`src/rtl/alu_operand_pkg.sv`:
```
// Shared encodings for the ALU operand-B conditioning stage.
package alu_operand_pkg;

  localparam int unsigned MODE_W  = 2;
  localparam int unsigned STATE_W = 2;

  // Immediate-conditioning modes applied to the selected source.
  typedef enum logic [MODE_W-1:0] {
    MODE_PASS     = 2'b00,
    MODE_SEXT     = 2'b01,
    MODE_ZEXT     = 2'b10,
    MODE_SEXT_SL2 = 2'b11
  } mode_e;

  // Skid-buffer occupancy: nothing, main register only, main plus skid.
  typedef enum logic [STATE_W-1:0] {
    ST_EMPTY = 2'b00,
    ST_ONE   = 2'b01,
    ST_FULL  = 2'b10
  } state_e;

endpackage

```
`src/rtl/alu_operand_stage_operand_condition.sv`:
```
// Combinational source select plus immediate extend/shift for operand B.
module operand_condition
  import alu_operand_pkg::*;
#(
  parameter  int unsigned DATA_W  = 32,
  parameter  int unsigned NUM_SRC = 6,
  parameter  int unsigned IMM_W   = 16,
  localparam int unsigned SEL_W   = $clog2(NUM_SRC)
) (
  input  logic [SEL_W-1:0]          i_sel,
  input  logic [MODE_W-1:0]         i_mode,
  input  logic [NUM_SRC*DATA_W-1:0] i_src_data,
  output logic [DATA_W-1:0]         o_data_c,
  output logic                      o_err_c
);

  if (NUM_SRC < 2 || NUM_SRC > 16) begin : g_bad_num_src
    $error("operand_condition: NUM_SRC must be in 2..16");
  end
  if (IMM_W + 2 >= DATA_W) begin : g_bad_imm_w
    $error("operand_condition: IMM_W must be below DATA_W - 2");
  end

  logic [DATA_W-1:0] w_raw;
  logic              w_err;
  logic [DATA_W-1:0] w_sext;
  logic [DATA_W-1:0] w_zext;
  logic [DATA_W-1:0] w_sext_sl2;

  // Source mux; an index past the last source yields zero and flags an error.
  always_comb begin
    w_raw = '0;
    w_err = 1'b1;
    for (int unsigned k = 0; k < NUM_SRC; k++) begin
      if (i_sel == SEL_W'(k)) begin
        w_raw = i_src_data[k*DATA_W +: DATA_W];
        w_err = 1'b0;
      end
    end
  end

  assign w_sext     = {{(DATA_W-IMM_W){w_raw[IMM_W-1]}}, w_raw[IMM_W-1:0]};
  assign w_zext     = {{(DATA_W-IMM_W){1'b0}}, w_raw[IMM_W-1:0]};
  assign w_sext_sl2 = {w_sext[DATA_W-3:0], 2'b00};

  // Apply the conditioning mode to the selected source.
  always_comb begin
    o_data_c = w_raw;
    o_err_c  = w_err;
    case (mode_e'(i_mode))
      MODE_PASS:     o_data_c = w_raw;
      MODE_SEXT:     o_data_c = w_sext;
      MODE_ZEXT:     o_data_c = w_zext;
      MODE_SEXT_SL2: o_data_c = w_sext_sl2;
      default:       o_data_c = w_raw;
    endcase
  end

endmodule

```
`src/rtl/alu_operand_stage.sv`:
```
// Operand-B select/condition stage behind a 2-entry valid/ready skid buffer.
module alu_operand_stage
  import alu_operand_pkg::*;
#(
  parameter  int unsigned DATA_W  = 32,
  parameter  int unsigned NUM_SRC = 6,
  parameter  int unsigned IMM_W   = 16,
  localparam int unsigned SEL_W   = $clog2(NUM_SRC)
) (
  input  logic                      clk,
  input  logic                      reset_n,
  input  logic                      in_valid,
  output logic                      in_ready,
  input  logic [SEL_W-1:0]          sel,
  input  logic [MODE_W-1:0]         mode,
  input  logic [NUM_SRC*DATA_W-1:0] src_data,
  output logic                      out_valid,
  input  logic                      out_ready,
  output logic [DATA_W-1:0]         out_data,
  output logic                      out_err
);

  state_e            r_state;
  state_e            w_state_nxt;
  logic              r_in_ready;
  logic              r_out_valid;
  logic [DATA_W-1:0] r_m_data;
  logic              r_m_err;
  logic [DATA_W-1:0] r_s_data;
  logic              r_s_err;

  logic [DATA_W-1:0] w_cond_data;
  logic              w_cond_err;
  logic              w_accept;
  logic              w_consume;
  logic              w_m_load_new;
  logic              w_m_load_skid;
  logic              w_s_load;

  operand_condition #(
    .DATA_W  (DATA_W),
    .NUM_SRC (NUM_SRC),
    .IMM_W   (IMM_W)
  ) u_operand_condition (
    .i_sel      (sel),
    .i_mode     (mode),
    .i_src_data (src_data),
    .o_data_c   (w_cond_data),
    .o_err_c    (w_cond_err)
  );

  assign w_accept  = in_valid & r_in_ready;
  assign w_consume = r_out_valid & out_ready;

  // Next-state and register-load decode for the skid buffer.
  always_comb begin
    w_state_nxt   = r_state;
    w_m_load_new  = 1'b0;
    w_m_load_skid = 1'b0;
    w_s_load      = 1'b0;
    case (r_state)
      ST_EMPTY: begin
        if (w_accept) begin
          w_state_nxt  = ST_ONE;
          w_m_load_new = 1'b1;
        end
      end
      ST_ONE: begin
        if (w_accept && !w_consume) begin
          w_state_nxt = ST_FULL;
          w_s_load    = 1'b1;
        end else if (w_accept && w_consume) begin
          w_m_load_new = 1'b1;
        end else if (w_consume) begin
          w_state_nxt = ST_EMPTY;
        end
      end
      ST_FULL: begin
        if (w_consume) begin
          w_state_nxt   = ST_ONE;
          w_m_load_skid = 1'b1;
        end
      end
      default: w_state_nxt = ST_EMPTY;
    endcase
  end

  // State register; handshake outputs are registered decodes of the next state.
  always_ff @(posedge clk or negedge reset_n) begin
    if (!reset_n) begin
      r_state     <= ST_EMPTY;
      r_in_ready  <= 1'b1;
      r_out_valid <= 1'b0;
    end else begin
      r_state     <= w_state_nxt;
      r_in_ready  <= (w_state_nxt != ST_FULL);
      r_out_valid <= (w_state_nxt != ST_EMPTY);
    end
  end

  // Main and skid operand registers.
  always_ff @(posedge clk or negedge reset_n) begin
    if (!reset_n) begin
      r_m_data <= '0;
      r_m_err  <= 1'b0;
      r_s_data <= '0;
      r_s_err  <= 1'b0;
    end else begin
      if (w_m_load_new) begin
        r_m_data <= w_cond_data;
        r_m_err  <= w_cond_err;
      end else if (w_m_load_skid) begin
        r_m_data <= r_s_data;
        r_m_err  <= r_s_err;
      end
      if (w_s_load) begin
        r_s_data <= w_cond_data;
        r_s_err  <= w_cond_err;
      end
    end
  end

  assign in_ready  = r_in_ready;
  assign out_valid = r_out_valid;
  assign out_data  = r_m_data;
  assign out_err   = r_m_err;

endmodule

```
`config.mk`:
```
export PLATFORM = sky130hd
export DESIGN_NAME = alu_operand_stage
export DESIGN_NICKNAME = d
export VERILOG_FILES = /design/src/rtl/alu_operand_pkg.sv /design/src/rtl/alu_operand_stage_operand_condition.sv /design/src/rtl/alu_operand_stage.sv
export SDC_FILE = /design/constraint.sdc
export NUM_CORES = 1
export LEC_CHECK = 0
export ABC_AREA = 1
export ABC_CLOCK_PERIOD_IN_PS = 3900
export BUFFER_PORTS_ARGS = -buffer_cell sky130_fd_sc_hd__buf_2
export CORE_UTILIZATION = 25
export DETAILED_ROUTE_END_ITERATION = 10
export SLEW_MARGIN = 10
export SYNTH_ARGS = -nofsm -noshare
export SYNTH_HDL_FRONTEND = slang
export SYNTH_HIERARCHICAL = 1
export SYNTH_SLANG_ARGS = --single-unit
```
`constraint.sdc`:
```
create_clock -name clk -period 3.9 [get_ports clk]
set_clock_uncertainty 0.15 [all_clocks]
set_input_delay 0.39 -clock clk [delete_from_list [all_inputs] [get_ports clk]]
set_output_delay 0.39 -clock clk [all_outputs]
set_load 0.02 [all_outputs]
```
==> run metrics, run 1 <==
die height=between 100 and 150 um; Clock Tree Root=clkbuf_16; WL final=19.1 mm; Util after Layout=0.337; CTS resizes=0; CP max stage delay=0.78 ns; crit path kind=reg2reg; Placer Congestion=0.824; most frequent CP cell=nand2_1; total power draw=0.00362 W; status=finished clean; crit path max fanout=35; RSZ-0062 raised after global routing=no; total number of vias=just under 6k; global-route met2 utilization=0.283; core box area=19700 sq um; Worst Hold Depth=2; layout cells sized above 1=0.288; min-delay worst type=reg2reg; Layout area overhead=30.6%; Psw=0.00152 W; antenna violations before repair=4; Hold Vio Cnt, Final=0; DRC viols=0; Buf/Inv on CP=0; Startpoint Class=flip-flop; Pleak=around 3.7 nW; largest net degree at the start of global routing=47; total track usage=0.185; Sequential cell area=1750 sq um; first-pass GRT wire length=29.5 mm; die width=144 um; Worst Reg2Reg Path Length in Cells=6; clock network power share=0.245; WL/cell=15.3 um; Max-Slew Margin vs Limit=0.455; clock tree sinks=70; Inserted Diodes=0; Sum Neg Setup Slack=0 ns; Max Slew Vio Count=0; syn nets=979; clock latency on the worst-skew pair=0.33 ns; remaining antenna violation count=0; met3 usage=0.0351; DPL Wire Length=between 10 and 15 mm; grt met1 use=0.260; Initial Util=0.258; Critical Path RT=3.96 ns; Post-Synthesis Cells=778; Synth area leader=dfrtp_1; CTS Buf Count=9; Slew @ Worst Pin=0.815 ns; Final #Nets=between 1k and 1.5k; top-area cell type share of the netlist area=0.340; Sw Share=0.421; worst vdd ir=0.225 mV; DRT iter0 DRCs=between 400 and 500; I/O Pins=236; #FFs+latches synth=70; Via density=4.71; first-pass detailed-route iteration total=4; Syn Std Cell Area=roughly 5000 sq um; fillers=2207; fin cells=1249; TritonCTS clock tree=built; cell family with most CP delay=simple AND/OR/NAND/NOR gates; die area=about 21000 sq um; Arr. time, crit path=between 2 and 2.5 ns; syn_area_per_cell=6.52 sq um; Slowest-stage cell, CP=nand2_2; Pint=0.00210 W; vias in the first global route=around 5.4k; Synth warnings=6; Post-CTS Setup Inserts=0; Area contributors post-synth=dfrtp_1 (34%), nand2_1 (23%), nand3_1 (18%); post-synthesis cell type count=27; H-Tree Depth=3; most frequent cells in the layout=nand2_1 (305), buf_2 (235), nand3_1 (180); placed cells=1232; max cap viols=0; critical-path cell list=nand2_1, nand2_2, nand2_2, nand3_1, nand2_1, nand2_1; final worst path period need=2.40 ns; hold_ws=between 0.3 and 0.4 ns; combinational power share=0.415; GR Overflow Total=0; Hold Buf Count CTS=1; # rows=51; Power Density=547 nW/um^2; clk slew on worst S/H paths=0.05 ns; critical path depth in cells=6; most common cell after layout, fill and taps aside=nand2_1; Achievable Freq=417 MHz; sequential power share=0.340; Max Root-Sink Buffers=2; Tcrit/Tclk final=0.614; sequential-to-total area share from yosys stat=0.346; endpoints failing setup=0; footprint of the multi-input gates=2860 sq um; GRT Max-Usage Layer=met2; Port Buffers=235; crit end category=flip-flop
==> cell usage after synthesis <==
cell      number
a21oi_1       24
a21oi_2        1
and3_1         6
buf_2         26
buf_4         12
buf_6          8
clkbuf_1       5
dfrtp_1       69
dfstp_2        1
inv_1         24
inv_2          2
inv_4          3
inv_6          1
nand2_1      305
nand2_2        2
nand2_4        5
nand3_1      180
nand4_1       22
nand4_4        2
nor2_1        62
nor2_2         4
nor2_4         3
nor2_8         3
nor3_1         1
o21bai_1       2
or2_1          4
or2_2          1
==> worst paths after layout <==
kind                              start      endpoint  slack (ns)
setup / recovery              out_valid     out_valid        1.50
hold / removal             r_s_data[15]  r_s_data[15]        0.32
setup reg to reg              out_valid     out_valid        1.50
hold reg to reg            r_s_data[15]  r_s_data[15]        0.32
max in group asynchronous       reset_n   r_s_data[4]        2.11
min in group asynchronous       reset_n  out_data[29]        0.46
==> metrics by stage <==
stage	setup slack, ns	cell area [sq um]
floorplan	2.22	5070
global placement	1.21	6290
detailed placement	1.18	6290
CTS	1.48	6620
global route	1.27	6620
finish	1.50	6620
==> power by group through the flow <==
stage	Sequential, W	Combinational [W]	Clock [W]
floorplan	0.00142	0.000806	0
global placement	0.00123	0.00151	0
detailed placement	0.00124	0.00151	0
CTS	0.00123	0.00152	0.000903
global route	0.00127	0.00168	0.000937
finish	0.00123	0.00150	0.000889
==> worst register-to-register path: stages, from the launching register on <==
cell	delay, ns
dfrtp_1	0.41
nand2_1	0.15
nand2_2	0.46
nand2_2	0.79
nand3_1	0.15
nand2_1	0.12
nand2_1	0.06
==> logic make-up (layout without fill, tap and decap cells) <==
logic type      count (synthesis)  count (layout)  share of synthesized area
simple gates                  600             600                      0.536
buf+inv                        81             287                     0.0896
flops                          70              70                      0.346
compound gates                 27              27                     0.0284
==> area by class of cell <==
| class | count | area share |
|---|---|---|
| clock buffer | 11 | 0.0367 |
| clock inverter | 5 | 0.0123 |
| inverter | 30 | 0.0189 |
| multi-input combinational | 627 | 0.433 |
| sequential | 70 | 0.265 |
| tap | 265 | 0.0501 |
| timing repair buffer | 241 | 0.185 |
==> metal layers <==
metal,vias up,routed length [um]
met1,2672,8730
li1,2936,-
met3,28,1350
met4,8,375
met5,-,45
met2,237,8560
==> flip-flops by register name, summed over array words and instances (netlist names) <==
name       count
out_err        1
in_ready       1
out_data      32
r_s_data      32
r_state        2
out_valid      1
r_s_err        1
Power figures use the tool's default switching activity.
==> run 2, diff against run 1 <==
ABC_CLOCK_PERIOD_IN_PS = 2050   (was 3900)
clock period = 2.05 ns   (was 3.9 ns; I/O delays follow)
==> run 2 against run 1 <==
Net effect:
- die area unchanged
- setup slack got worse by 1.2 ns
- fmax rose by 36%
- sequential share of layout area shrank 0.80 points
- sequential power is 91% higher
- critical path depth unchanged
- non-clock buffer count rose by 21
- utilization rose by 1.1 points
- clock-buffer cell count did not move
- global-route usage is 0.065 points higher
- largest cell class unchanged
- largest power group unchanged
- highest routed layer is now met4
==> run metrics, run 2 (same netlist as run 1, synthesis figures left out) <==
first-pass GRT wire length=29.4 mm (was 29.5 mm); most common cell after layout, fill and taps aside=nand2_1 (unchanged); max cap viols=0 (unchanged); # rows=51 (unchanged); footprint of the multi-input gates=2860 sq um (unchanged); DPL Wire Length=15.1 mm (was 14.3 mm); final worst path period need=1.76 ns (was 2.40 ns); Max Root-Sink Buffers=2 (unchanged); Sequential cell area=1750 sq um (unchanged); layout cells sized above 1=0.303 (was 0.288); Initial Util=0.258 (unchanged); crit path max fanout=33 (was 35); Hold Buf Count CTS=1 (unchanged); min-delay worst type=in2async (was reg2reg); Sum Neg Setup Slack=0 ns (unchanged); CTS resizes=0 (unchanged); die area=20900 sq um (unchanged); Tcrit/Tclk final=0.859 (was 0.614); core box area=19700 sq um (unchanged); DRT iter0 DRCs=320 (was 410); WL/cell=15.1 um (was 15.3 um); TritonCTS clock tree=built (unchanged); first-pass detailed-route iteration total=5 (was 4); I/O Pins=236 (unchanged); antenna violations before repair=0 (was 4); endpoints failing setup=0 (unchanged); CTS Buf Count=9 (unchanged); crit end category=flip-flop (unchanged); Port Buffers=235 (unchanged); Final #Nets=1201 (was 1180); RSZ-0062 raised after global routing=no (unchanged); fin cells=1270 (was 1249); die width=144 um (unchanged); H-Tree Depth=3 (unchanged); clk slew on worst S/H paths=0.06 ns (was 0.05 ns); worst vdd ir=0.438 mV (was 0.225 mV); Arr. time, crit path=1.84 ns (was 2.46 ns); largest net degree at the start of global routing=55 (was 47); placed cells=1253 (was 1232); remaining antenna violation count=0 (unchanged); total number of vias=5891 (was 5881); most frequent cells in the layout=nand2_1 (305), buf_2 (235), nand3_1 (180) (unchanged); GR Overflow Total=0 (unchanged); fillers=2222 (was 2207); status=finished clean (unchanged); Max-Slew Margin vs Limit=0.703 (was 0.455); Power Density=1020 nW/um^2 (was 547 nW/um^2); clock latency on the worst-skew pair=0.34 ns (was 0.33 ns); Critical Path RT=2.12 ns (was 3.96 ns); Hold Vio Cnt, Final=0 (unchanged); DRC viols=0 (unchanged); Pleak=3.81 nW (was 3.70 nW); clock tree sinks=70 (unchanged); die height=144 um (unchanged); Slew @ Worst Pin=0.444 ns (was 0.815 ns); vias in the first global route=5595 (was 5376); Post-CTS Setup Inserts=0 (unchanged); Placer Congestion=0.839 (was 0.824); Layout area overhead=34.6% (was 30.6%); Achievable Freq=568 MHz (was 417 MHz); Startpoint Class=flip-flop (unchanged); Via density=4.64 (was 4.71); Max Slew Vio Count=0 (unchanged); WL final=19.2 mm (was 19.1 mm); total track usage=0.186 (was 0.185); crit path kind=reg2reg (unchanged); Inserted Diodes=0 (unchanged); Clock Tree Root=clkbuf_16 (unchanged)
==> run 2: cell type report <==
cell class                 count  share of cell area
clock buffer                  11              0.0370
clock inverter                 5             0.00843
inverter                      30              0.0183
multi-input combinational    627               0.419
sequential                    70               0.257
tap                          265              0.0486
timing repair buffer         262               0.211
==> run 2: power by group <==
group | internal [W] | total, W | leakage (nW) | switching, W
Combinational | 0.00101 | 0.00300 | 2.75 | 0.00199
Clock | 0.00100 | 0.00160 | 0.144 | 0.000591
Sequential | 0.00200 | 0.00235 | 0.908 | 0.000350
==> run 2: path summary, 6_finish.rpt <==
check                        startpoint            to  slack [ns]  depth (start not counted)
setup / recovery               in_ready  r_s_data[21]        0.29                          6
hold / removal                  reset_n  out_data[29]        0.20                          2
hold reg to reg            r_s_data[18]  r_s_data[18]        0.32                          2
max in group asynchronous       reset_n      in_ready        0.88                          3
setup reg to reg               in_ready  r_s_data[21]        0.29                          6
min in group clk              out_ready      in_ready        0.20                          5
==> run 2: routing by layer <==
layer / vias to the layer above / GRT usage / part of all wire
met2: 231 / 0.295 / 0.46
met3: 16 / 0.0315 / 0.056
met5: - / 0 / 0
met1: 2660 / 0.258 / 0.47
met4: 0 / 0.0515 / 0.013
li1: 2984 / - / -
==> run 2: worst max-delay path, stage by stage, from the launching register on <==
cell,delay (ns)
dfstp_2,0.53
nand2_1,0.10
nor2_4,0.14
buf_4,0.24
nand2_4,0.26
nand2_1,0.15
nand2_1,0.06
==> run 2: stage by stage <==
| stage | hold slack, ns | total power, W | util | cell area [sq um] | setup WS (ns) |
|---|---|---|---|---|---|
| 4_1_cts | 0.186 | 0.00703 | 0.347 | 6830 | 0.283 |
| 2_1_floorplan | -0.241 | 0.00424 | - | 5070 | 0.524 |
| 5_1_grt | 0.235 | 0.00744 | 0.347 | 6830 | 0.174 |
| 3_5_place_dp | 0.0111 | 0.00540 | 0.331 | 6510 | 0.0712 |
| 3_3_place_gp | 0.0164 | 0.00534 | 0.331 | 6510 | 0.0676 |
| 6_report | 0.198 | 0.00694 | 0.347 | 6830 | 0.288 |
==> run 3, diff against run 2 <==
ABC_AREA = 0   (was 1)
ABC_CLOCK_PERIOD_IN_PS = 1700   (was 2050)
clock period = 1.7 ns   (was 2.05 ns; I/O delays follow)
==> run 3 against run 2 <==
Net effect:
- the flow now finishes with violations (setup timing)
- routed wire length is 10% lower
- via count is 21% lower
- synthesized cell count is 45% lower
- sequential power is 18% higher
==> run metrics, run 3 <==
Max-Slew Margin vs Limit=0.626 (was 0.703); top-area cell type share of the netlist area=0.361 (was 0.340); endpoints failing setup=3 (was 0); Startpoint Class=input pin (was flip-flop); #FFs+latches synth=70 (unchanged); Crit Reg-Reg Endpoint=out_data[21] (was r_s_data[21]); syn nets=626 (was 979); Port Buffers=235 (unchanged); top cells by count, synth=dfrtp_1 (69), mux2i_1 (44), mux2_2 (41) (was nand2_1 (305), nand3_1 (180), dfrtp_1 (69)); most common cell in the netlist=dfrtp_1 (was nand2_1); Sum Neg Setup Slack=-0.0810 ns (was 0 ns); crit path kind=in2reg (was reg2reg); RSZ-0062 raised after global routing=yes (was no); final worst path period need=1.74 ns; Synth warnings=6 (unchanged); remaining antenna violation count=0 (unchanged); Worst Reg2Reg Path Length in Cells=4 (was 6); DRC viols=0 (unchanged); Area contributors post-synth=dfrtp_1 (36%), mux2_2 (9.7%), mux2i_1 (9.2%) (was dfrtp_1 (34%), nand2_1 (23%), nand3_1 (18%)); Final #Nets=909 (was 1201); Tcrit/Tclk final=1.02; ys flop type=dfrtp_1 (unchanged); CP max stage delay=0.47 ns (was 0.53 ns); layout cells sized above 1=0.567 (was 0.303); die width=140 um (was 144 um); vias in the first global route=4585 (was 5595); most frequent CP cell=buf_4 (was nand2_1); Max Root-Sink Buffers=2 (unchanged); first-pass GRT wire length=25.3 mm (was 29.4 mm); Achievable Freq=roughly 570 MHz; DR top layer=met5 (was met4); met2 WL=7.97 mm (was 8.79 mm); Hold Vio Cnt, Final=0 (unchanged); TritonCTS clock tree=built (unchanged); EDFF count, synth=0 (unchanged); Post-Synthesis Cells=425 (was 778); Setup WS pre-CTS=-0.550 ns (was 0.0712 ns); Layout area overhead=49.2% (was 34.6%); hold endpoint=r_state[1]; post-synthesis cell type count=48 (was 27); most frequent cells in the layout=buf_2 (232), dfrtp_1 (69), buf_4 (54) (was nand2_1 (305), buf_2 (235), nand3_1 (180)); max cap viols=0 (unchanged); Worst Hold Depth=4; Critical Path Start=sel[0] (was in_ready); GR Overflow Total=0 (unchanged); WL final=17.2 mm (was 19.2 mm); core box area=18700 sq um (was 19700 sq um); H-Tree Depth=3 (unchanged); most common cell after layout, fill and taps aside=buf_2 (was nand2_1); I/O Pins=236 (unchanged); CTS Buf Count=9 (unchanged); syn_area_per_cell=11.3 sq um (was 6.52 sq um); Placer Congestion=0.840 (was 0.839); DPL Wire Length=12.9 mm (was 15.1 mm); Max Slew Vio Count=0 (unchanged); Pleak=3.56 nW (was 3.81 nW); hold path start=out_ready; Slew @ Worst Pin=0.561 ns (was 0.444 ns); Syn Std Cell Area=4780 sq um (was 5070 sq um); total number of vias=4678 (was 5891); crit path max fanout=6 (was 33); first-pass detailed-route iteration total=5 (unchanged); min-delay worst type=in2reg (was in2async); flop2flop setup slack=0.01 ns (was 0.29 ns); total track usage=0.168 (was 0.186); DRT iter0 DRCs=286 (was 320); Clock Tree Root=clkbuf_16 (unchanged); clock tree sinks=70 (unchanged); antenna violations before repair=3 (was 0); critical-path cell list=buf_12, buf_8, clkinvlp_4, nor3_4, buf_4, buf_4, a222oi_1, o21ai_1, a221o_1 (was nand2_1, nor2_4, buf_4, nand2_4, nand2_1, nand2_1); WL/cell=18.1 um (was 15.1 um); sequential-to-total area share from yosys stat=0.366 (was 0.346); Power Density=1170 nW/um^2 (was 1020 nW/um^2); Util after Layout=0.381 (was 0.347); worst vdd ir=0.562 mV (was 0.438 mV); reg-to-reg startpoint=in_ready (unchanged); failing checks=setup timing; Via density=4.93 (was 4.64); Synth async-reset ratio=1.00 (unchanged); Initial Util=0.256 (was 0.258); DR WL met3=860 um (was 1.08 mm); Synth area leader=dfrtp_1 (unchanged); Slowest-stage cell, CP=a222oi_1 (was dfstp_2); clock latency on the worst-skew pair=0.33 ns (was 0.34 ns); total power draw=0.00837 W (was 0.00694 W); Critical Path RT=1.76 ns (was 2.12 ns); Arr. time, crit path=1.81 ns (was 1.84 ns); M1 WL=8.08 mm (was 9.10 mm); status=finished with violations (was finished clean); crit end category=flip-flop (unchanged); largest net degree at the start of global routing=36 (was 55); setup slack after layout=-0.0419 ns (was 0.288 ns); # rows=50 (was 51); die height=140 um (was 144 um); die area=19700 sq um (was 20900 sq um); clk slew on worst S/H paths=0.06 ns (about the same)
run 3: cell count changes in the layout (fill, tap and decap cells not counted), moves of 35 or more:
cell,before,now
nand3_1,180,1
mux2i_1,0,44
nor2_1,62,18
nand2_1,305,16
and2_1,0,35
mux2_2,0,41
run 3: final cells by class:
cell class                      instances  area (sq um)
Clock inverter                          5          58.8
Clock buffer                           11           243
Timing Repair Buffer                  309          1990
Antenna cell                            2          5.00
Tap cell                              234           293
Inverter                                3          22.5
Sequential cell                        70          1750
Fill cell                            1827         11600
Multi-Input combinational cell        315          2770
run 3: worst max path at each step:
stage                         endpoint  slack [ns]  cells past startpoint
after floorplan           out_data[17]       -0.06                      8
after global placement    out_data[27]       -0.53                      6
after detailed placement  out_data[27]       -0.55                      6
after CTS                 out_data[27]       -0.01                      8
after global routing      out_data[17]       -0.06                      8
final                     out_data[24]       -0.04                      9
run 3: cell families after synthesis:
logic type,Yosys count,share of synthesized area
AOI/OAI and AO/OA,120,0.190
muxes,109,0.279
and+or+nand+nor,86,0.0997
DFF,70,0.366
buffers and inverters,40,0.0654
run 3: critical path, delay by kind of cell:
kind,cells,cell delay [ns]
and+or+nand+nor,1,0.08
buffers and inverters,5,0.61
AOI/OAI and AO/OA,3,0.95
run 3: report_power, final:
group	internal [W]	switching [W]	leakage [nW]
registers	0.00239	0.000374	0.899
clock network	0.00118	0.000728	0.142
logic	0.00185	0.00186	2.52
total	0.00541	0.00296	3.56
run 3: stage by stage:
| stage | instances | hold WS [ns] | area, sq um |
|---|---|---|---|
| after global placement | 907 | -0.0709 | 6500 |
| after floorplan | 425 | -0.276 | 4850 |
| after CTS | 927 | 0.0778 | 6880 |
| after detailed placement | 907 | -0.0671 | 6500 |
| final | 949 | 0.0923 | 7140 |
| after global routing | 949 | 0.135 | 7140 |
run 3: timing repair:
action                                  CTS  global route
gates cloned                              1             4
endpoints found under the setup margin   45            58
hold buffers                              1             0
buffers inserted                          2            16
hold endpoints to repair                 69             0
gates resized for setup                   9            12
pin swaps                                10            16
run 3: routing by layer:
layer | vias to the layer above | GRT usage
met5 | - | 0
met4 | 2 | 0.0584
met3 | 18 | 0.0219
met2 | 183 | 0.261
met1 | 2251 | 0.239
li1 | 2224 | -
